<file path="config.mk">
export PLATFORM = sky130hd
export DESIGN_NAME = rc4_prga_flat
export DESIGN_NICKNAME = d
export VERILOG_FILES = /design/src/rtl/rc4_prga_if.sv /design/src/rtl/rc4_prga.sv /design/src/flat_wrapper.sv
export SDC_FILE = /design/constraint.sdc
export NUM_CORES = 1
export LEC_CHECK = 0
export ABC_AREA = 1
export BUFFER_PORTS_ARGS = -buffer_cell sky130_fd_sc_hd__buf_2
export CAP_MARGIN = 20
export CORE_MARGIN = 3
export CORE_UTILIZATION = 54
export CTS_CLUSTER_SIZE = 12
export DETAILED_ROUTE_END_ITERATION = 7
export PLACE_DENSITY = 0.77
export SYNTH_ARGS = -nofsm -noshare
export SYNTH_HDL_FRONTEND = slang
export SYNTH_SLANG_ARGS = --single-unit
export TNS_END_PERCENT = 30
</file>
<file path="constraint.sdc">
create_clock -name clk -period 1.9 [get_ports clk]
set_input_delay 0.285 -clock clk [delete_from_list [all_inputs] [get_ports clk]]
set_output_delay 0.285 -clock clk [all_outputs]
set_load 0.02 [all_outputs]
</file>
<file path="src/rtl/rc4_prga_if.sv">
`timescale 1ns/1ps
// RC4 PRGA bus bundle: start/busy/finish control, S-memory port, keystream handshake.
// Latency: none, wires only.
// Backpressure: ks_valid/ks_ready carried as-is; memory side has no flow control.
interface rc4_prga_if;
    logic       start;
    logic       busy;
    logic       finish;
    logic [7:0] address;
    logic [7:0] data;
    logic       wren;
    logic [7:0] q;
    logic [7:0] ks_byte;
    logic       ks_valid;
    logic       ks_ready;

    // The keystream generator drives the memory port and the keystream.
    modport master (
        input  start, q, ks_ready,
        output busy, finish, address, data, wren, ks_byte, ks_valid
    );

    // Controller, memory and consumer side.
    modport slave (
        output start, q, ks_ready,
        input  busy, finish, address, data, wren, ks_byte, ks_valid
    );
endinterface

</file>
<file path="src/rtl/rc4_prga.sv">
`timescale 1ns/1ps
// RC4 keystream generator: walks i/j over S in a single-port RAM, swaps, emits S[si+sj].
// Latency: ks_valid 9 edges after the start-sampling edge; 10 cycles per byte, unstalled.
// Backpressure: waits in EMIT with ks_byte held and the memory port idle until ks_ready.
module rc4_prga #(
    parameter int MSG_LEN = 32
) (
    input logic        clk,
    input logic        reset,
    rc4_prga_if.master bus
);

    localparam logic [8:0] LAST = 9'(MSG_LEN);

    typedef enum logic [3:0] {
        S_IDLE, S_I_ADDR, S_I_WAIT, S_I_CAP, S_J_WAIT, S_J_CAP,
        S_WR_I, S_WR_J, S_F_WAIT, S_F_CAP, S_EMIT, S_DONE
    } state_t;

    state_t     state_q, state_d;
    logic [7:0] i_q, i_d, j_q, j_d, si_q, si_d, sj_q, sj_d;
    logic [7:0] addr_q, addr_d, data_q, data_d, ks_q, ks_d;
    logic       wren_q, wren_d, ksv_q, ksv_d;
    logic [8:0] count_q, count_d;

    // Next-state: every memory read is address, wait, capture because the RAM registers its inputs.
    always_comb begin
        state_d = state_q;
        i_d     = i_q;
        j_d     = j_q;
        si_d    = si_q;
        sj_d    = sj_q;
        addr_d  = addr_q;
        data_d  = data_q;
        wren_d  = wren_q;
        ks_d    = ks_q;
        ksv_d   = ksv_q;
        count_d = count_q;
        case (state_q)
            S_IDLE: begin
                if (bus.start) begin
                    i_d     = '0;
                    j_d     = '0;
                    count_d = '0;
                    state_d = S_I_ADDR;
                end
            end
            S_I_ADDR: begin
                i_d     = i_q + 8'd1;
                addr_d  = i_q + 8'd1;
                state_d = S_I_WAIT;
            end
            S_I_WAIT: state_d = S_I_CAP;
            S_I_CAP: begin
                si_d    = bus.q;
                j_d     = j_q + bus.q;
                addr_d  = j_q + bus.q;
                state_d = S_J_WAIT;
            end
            S_J_WAIT: state_d = S_J_CAP;
            S_J_CAP: begin
                // S[i] <- S[j]; i==j writes the same value twice, which is harmless.
                sj_d    = bus.q;
                addr_d  = i_q;
                data_d  = bus.q;
                wren_d  = 1'b1;
                state_d = S_WR_I;
            end
            S_WR_I: begin
                addr_d  = j_q;
                data_d  = si_q;
                state_d = S_WR_J;
            end
            S_WR_J: begin
                // Both swap writes land before this address is registered, so the
                // final read sees post-swap S even when si+sj hits i or j.
                wren_d  = 1'b0;
                addr_d  = si_q + sj_q;
                state_d = S_F_WAIT;
            end
            S_F_WAIT: state_d = S_F_CAP;
            S_F_CAP: begin
                ks_d    = bus.q;
                ksv_d   = 1'b1;
                state_d = S_EMIT;
            end
            S_EMIT: begin
                if (bus.ks_ready) begin
                    ksv_d   = 1'b0;
                    count_d = count_q + 9'd1;
                    state_d = (count_q + 9'd1 == LAST) ? S_DONE : S_I_ADDR;
                end
            end
            S_DONE: begin
                // Return the bus outputs to their idle values before IDLE.
                addr_d  = '0;
                data_d  = '0;
                ks_d    = '0;
                state_d = S_IDLE;
            end
            default: state_d = S_IDLE;
        endcase
    end

    // State and datapath registers; reset drops wren at once so no write can follow.
    always_ff @(posedge clk or posedge reset) begin
        if (reset) begin
            state_q <= S_IDLE;
            i_q     <= '0;
            j_q     <= '0;
            si_q    <= '0;
            sj_q    <= '0;
            addr_q  <= '0;
            data_q  <= '0;
            wren_q  <= 1'b0;
            ks_q    <= '0;
            ksv_q   <= 1'b0;
            count_q <= '0;
        end else begin
            state_q <= state_d;
            i_q     <= i_d;
            j_q     <= j_d;
            si_q    <= si_d;
            sj_q    <= sj_d;
            addr_q  <= addr_d;
            data_q  <= data_d;
            wren_q  <= wren_d;
            ks_q    <= ks_d;
            ksv_q   <= ksv_d;
            count_q <= count_d;
        end
    end

    assign bus.address  = addr_q;
    assign bus.data     = data_q;
    assign bus.wren     = wren_q;
    assign bus.ks_byte  = ks_q;
    assign bus.ks_valid = ksv_q;
    assign bus.busy     = (state_q != S_IDLE);
    assign bus.finish   = (state_q == S_DONE);

endmodule

</file>
<file path="src/flat_wrapper.sv">
// flat-port wrapper written by rule: the top's interface ports become plain ports
module rc4_prga_flat 
#(
    parameter int MSG_LEN = 32
)
  (clk, reset, bus_start, bus_q, bus_ks_ready, bus_busy, bus_finish, bus_address, bus_data, bus_wren, bus_ks_byte, bus_ks_valid);
  rc4_prga_if bus_i ();
  input logic clk;
  input logic reset;
  input wire logic [$bits(bus_i.start)-1:0] bus_start;
  input wire logic [$bits(bus_i.q)-1:0] bus_q;
  input wire logic [$bits(bus_i.ks_ready)-1:0] bus_ks_ready;
  output wire logic [$bits(bus_i.busy)-1:0] bus_busy;
  output wire logic [$bits(bus_i.finish)-1:0] bus_finish;
  output wire logic [$bits(bus_i.address)-1:0] bus_address;
  output wire logic [$bits(bus_i.data)-1:0] bus_data;
  output wire logic [$bits(bus_i.wren)-1:0] bus_wren;
  output wire logic [$bits(bus_i.ks_byte)-1:0] bus_ks_byte;
  output wire logic [$bits(bus_i.ks_valid)-1:0] bus_ks_valid;
  assign bus_i.start = bus_start;
  assign bus_i.q = bus_q;
  assign bus_i.ks_ready = bus_ks_ready;
  assign bus_busy = bus_i.busy;
  assign bus_finish = bus_i.finish;
  assign bus_address = bus_i.address;
  assign bus_data = bus_i.data;
  assign bus_wren = bus_i.wren;
  assign bus_ks_byte = bus_i.ks_byte;
  assign bus_ks_valid = bus_i.ks_valid;
  rc4_prga #(.MSG_LEN(MSG_LEN)) u_core (.clk(clk), .reset(reset), .bus(bus_i));
endmodule
</file>
# Yosys cells after proc, flatten, opt, wreduce, memory -nomap -nowiden
# Index checks and enable logic that the tools add are counted.
# word_totals
register_bits	71
inputBits	12
output_inout_bits	28
wordCells	60
# classes
add_sub_neg	4
eq_ne	14
muxes	16
n_reduce_logical	15
# ops
cell	n
8-bit one-hot mux with 2 select lines	3
8-bit one-hot mux with 6 select lines	1
4-bit one-hot mux with 11 select lines	1
8-bit one-hot mux with 3 select lines	1
9-bit two-way mux	2
9-bit one-hot mux with 2 select lines	1
8-bit adder	2
4-bit by 3-bit == test with 1-bit output, second input constant	4
4-bit == test, second input constant	4
4-bit two-way mux	3
2-bit nonzero test	6
9-bit by 1-bit adder with 9-bit output, second input constant	1
9-bit by 6-bit == test with 1-bit output, second input constant	1
8-bit by 1-bit adder with 8-bit output, second input constant	1
4-bit by 2-bit == test with 1-bit output, second input constant	2
8-bit two-way mux	1
2-bit AND reduction	4
6-bit nonzero test	1
4-bit by 1-bit == test with 1-bit output, second input constant	1
4-bit logical NOT	1
2-bit inequality test, second input constant	2
1-bit one-hot mux with 2 select lines	2
4-bit nonzero test	1
3-bit AND reduction	1
other kinds (2)	2

# Depth between registers and ports, before layout
# logic_depth
word_depth	5
ltp_mapped	11

# Worst setup path before layout
# Ideal clock, no wire load.
# synth_timing
kind	register to register
from	register u_core.si_q[0]
to	register u_core.addr_q[4] (netlist: u_core.bus.address[4])
setup_ns	0.123
arrival_ns	1.466
slack_ns	0.311
stages_incl_launch_ff	11
n_path_buf	0
cell_sequence	dfrtp_1 -> ha_1 -> inv_1 -> fa_1 -> inv_1 -> nand3_1 -> nand2_1 -> xnor2_1 -> o21ai_1 -> nor2_1 -> o21ai_1
# synth_between
elab_chain_len	2
# synth_lines
element	line	rtl
start, declared	rc4_prga.sv:21	logic [7:0] i_q, i_d, j_q, j_d, si_q, si_d, sj_q, sj_d;
start signal, assigned	rc4_prga.sv:123	si_q <= si_d;
8-bit adder	rc4_prga.sv:78	addr_d = si_q + sj_q;
8-bit one-hot mux with 6 select lines	rc4_prga.sv:39	case (state_q)
end signal, assigned	rc4_prga.sv:125	addr_q <= addr_d;
end, declared	rc4_prga.sv:22	logic [7:0] addr_q, addr_d, data_q, data_d, ks_q, ks_d;
# Every way passes these cells.
# A chain may end at the register's enable or synchronous reset.

# Worst setup path in the final report
# layout_timing
from	register u_core.state_q[0]
to	output bus_finish
# layout_between
elab_chain_len	1
# layout_lines
element	line	rtl
start, declared	rc4_prga.sv:20	state_t state_q, state_d;
start signal, assigned	rc4_prga.sv:120	state_q <= state_d;
4-bit == test	rc4_prga.sv:140	assign bus.finish = (state_q == S_DONE);
end, declared	flat_wrapper.sv:14	output wire logic [$bits(bus_i.finish)-1:0] bus_finish;
# Every way passes these cells.

==> results.yml <==
setup_path:
  crit_start: "u_core.state_q[0]"
  cp_max_fo: 10
  ff2ff_path_depth: 11
  worstSetupPathType: "reg -> out"
  endpoint_kind: "output port"
  worstReg2RegEnd: "u_core.bus.address[6]"
  r2r_slack_ns: 0.14
  arrival_ns: 1.49
  r2r-start: "u_core.si_q[0]"
  startpoint_type: "flip-flop"
  worstPathRequired_ns: 1.62
detailed_routing:
  vias: 3716
  drtIter0Drc: 190
  wl_met3_um: 468
  wl_per_cell_um: 14.7
  viasPerCell: 5.57
  wl_met1_mm: 4.41
  route.top_layer_used: "met4"
  wl_met2_mm: 4.66
  finalWirelength_mm: 9.83
  drc: 0
  firstDrtPassIters: 5
  postRouteAntennaNets: 0
yosys:
  ys_seq_area_frac: 0.443
  synth_flop_cell: "dfrtp_1"
  netlist_area_mm2: 0.00401
  synth_edf_count: 0
  syn-num-nets: 548
  async_flop_share: 1.00
  ys_types: 35
  ys_ff_latch: 71
  synth_cells: 517
  yosysWarnings: 0
  syn_area_per_cell_um2: 7.75
place:
  portBuffers: 39
  detailed_place_hpwl_mm: 7.12
  routabilityCongestion: 0.977
grt:
  grt_first_pass_wirelength_mm: 16.9
  grt_start_max_net_pins: 72
  antenna_found_initial: 0
  grt_usage: 0.251
  grt-ovfl-total: 0
  grt_pass1_vias: 3589
clock_tree:
  path_clk_slew_ns: 0.07
  max-clock-path-buffers: 2
  cts_tree: "yes"
  hold_buffers: 0
  clk_latency_ns: 0.35
  htree_levels: 3
  numCtsBuffers: 9
  cts-root-buf: "clkbuf_8"
  numClockSinks: 71
power_and_ir_drop:
  leakagePower_nw: 2.34
  ir_worst_vdd_uv: 904
  power_mw: 8.29
  powerDensity_mw_per_mm2: 1810
die:
  core_area_mm2: 0.00698
  initial_core_util: 0.574
  io_pins: 40
  dieHeight_um: 92.1
  fp.dieArea_mm2: 0.00849
  die_w_um: 92.1
  num_rows: 30
sta:
  hold_viol_final: 0
  max_freq_mhz: 564
  period_needed_ns: 1.77
  rsz0062_at_grt: "no"
  post-route-period-util: 0.934
  finalSetupViolCount: 0
  setup_tns_ns: 0
  maxSlewViolCount: 0
  relSlewSlack: 0.689
  worstMarginPinSlew_ns: 0.465
  clock_skew_ns: 0.00757
status:
  status: "complete, no violations"
finish:
  area_growth_pct: 14.3
  antenna_cells: 0
  drive_gt1_frac: 0.161
  final_nets: 597
  seqCellArea_mm2: 0.00178
  n_fill_cell: 626
  multi_input_area_mm2: 0.00191
worst_hold_path:
  worstHoldPathType: "in -> async"
run:
  cap_violations: 0
[registers in the layout, indices dropped and copies added (netlist names)]
register	count
u_core.i_q	8
u_core.j_q	8
u_core.bus.ks_valid	1
u_core.bus.wren	1
u_core.sj_q	8
u_core.bus.data	8
u_core.bus.address	8
u_core.si_q	8
u_core.bus.ks_byte	8
u_core.count_q	9
u_core.state_q	4
[cell usage in the layout (no fill, tap or decap), drive strengths merged, types with 8 or more instances in the layout]
| cell type | count |
|---|---|
| nand2 | 124 |
| inv | 75 |
| dfrtp | 71 |
| o21ai | 58 |
| nand3 | 55 |
| buf | 47 |
| nor2 | 37 |
| a21oi | 17 |
| ha | 17 |
| nand4 | 11 |
| clkbuf | 11 |
| a31oi | 9 |
| o22ai | 8 |
[final cells by class]
class / instances / share of cell area
Inverter: 76 / 0.0631
Timing Repair Buffer: 47 / 0.0593
Multi-Input combinational cell: 361 / 0.417
Sequential cell: 71 / 0.389
Tap cell: 96 / 0.0262
Clock inverter: 5 / 0.0123
Clock buffer: 11 / 0.0331
[cell usage after synthesis, types with 4 or more instances]
| cell type | count | share of area |
|---|---|---|
| buf_2 | 4 | 0.0050 |
| inv_1 | 67 | 0.063 |
| nor2_1 | 31 | 0.029 |
| xnor2_1 | 4 | 0.0087 |
| nand3_1 | 54 | 0.067 |
| dfrtp_1 | 71 | 0.44 |
| o22ai_1 | 8 | 0.012 |
| o21ai_0 | 55 | 0.069 |
| nand2_1 | 121 | 0.11 |
| nor2_2 | 5 | 0.0078 |
| nor3_1 | 5 | 0.0062 |
| ha_1 | 17 | 0.053 |
| a21oi_1 | 17 | 0.021 |
| a31oi_1 | 9 | 0.014 |
| nand4_1 | 11 | 0.017 |
| inv_2 | 9 | 0.0084 |
[kinds of logic after synthesis]
kind of cell | after synthesis | share of synthesized area
compound gates | 99 | 0.134
xor+xnor | 6 | 0.0131
fa+ha+maj | 19 | 0.0631
buf+inv | 85 | 0.0837
flops | 71 | 0.443
simple gates | 237 | 0.263
[metrics by stage]
| step | hold slack [ns] | instances | worst slack [ns] | area, µm² | utilization |
|---|---|---|---|---|---|
| 2_1_floorplan | 0.406 | 517 | 0.311 | 4010 | - |
| 3_3_place_gp | 0.415 | 651 | 0.166 | 4350 | 0.623 |
| 3_5_place_dp | 0.421 | 651 | 0.126 | 4350 | 0.623 |
| 4_1_cts | 0.0419 | 667 | 0.0282 | 4560 | 0.653 |
| 5_1_grt | 0.0577 | 667 | 0.00586 | 4580 | 0.656 |
| 6_report | 0.0285 | 667 | 0.126 | 4580 | 0.656 |
[critical path, cell delays in order (launching register included)]
cell and delay [ns]:
dfrtp_2 0.46, nand2_4 0.11, inv_1 0.08, nand2_1 0.11, buf_6 0.16, inv_1 0.07
buf_2 0.15
[report_power, final]
group | switching [mW] | internal (mW) | total, mW
clock network | 0.579 | 0.676 | 1.25
logic | 2.83 | 1.52 | 4.35
registers | 0.490 | 2.20 | 2.69
[metal layers]
layer | track usage | vias to the layer above
met5 | 0 | -
li1 | - | 1809
met2 | 0.412 | 108
met4 | 0.104 | 0
met3 | 0.0418 | 25
met1 | 0.330 | 1774
[worst max-delay path by stage]
| stage | slack [ns] | depth (start not counted) | endpoint |
|---|---|---|---|
| 6_report | 0.13 | 6 | bus_finish |
| 5_1_grt | 0.006 | 11 | u_core.bus.address[4] |
| 4_1_cts | 0.03 | 6 | bus_finish |
| 3_5_place_dp | 0.13 | 12 | u_core.bus.address[4] |
| 3_3_place_gp | 0.17 | 12 | u_core.bus.address[4] |
| 2_1_floorplan | 0.31 | 10 | u_core.bus.address[4] |
[timing repair]
action	4_1_cts	5_1_grt
setup endpoints to repair	0	5
setup buffers	0	0
resized for setup	0	8
Note: power is estimated with default switching activity, not from simulation.
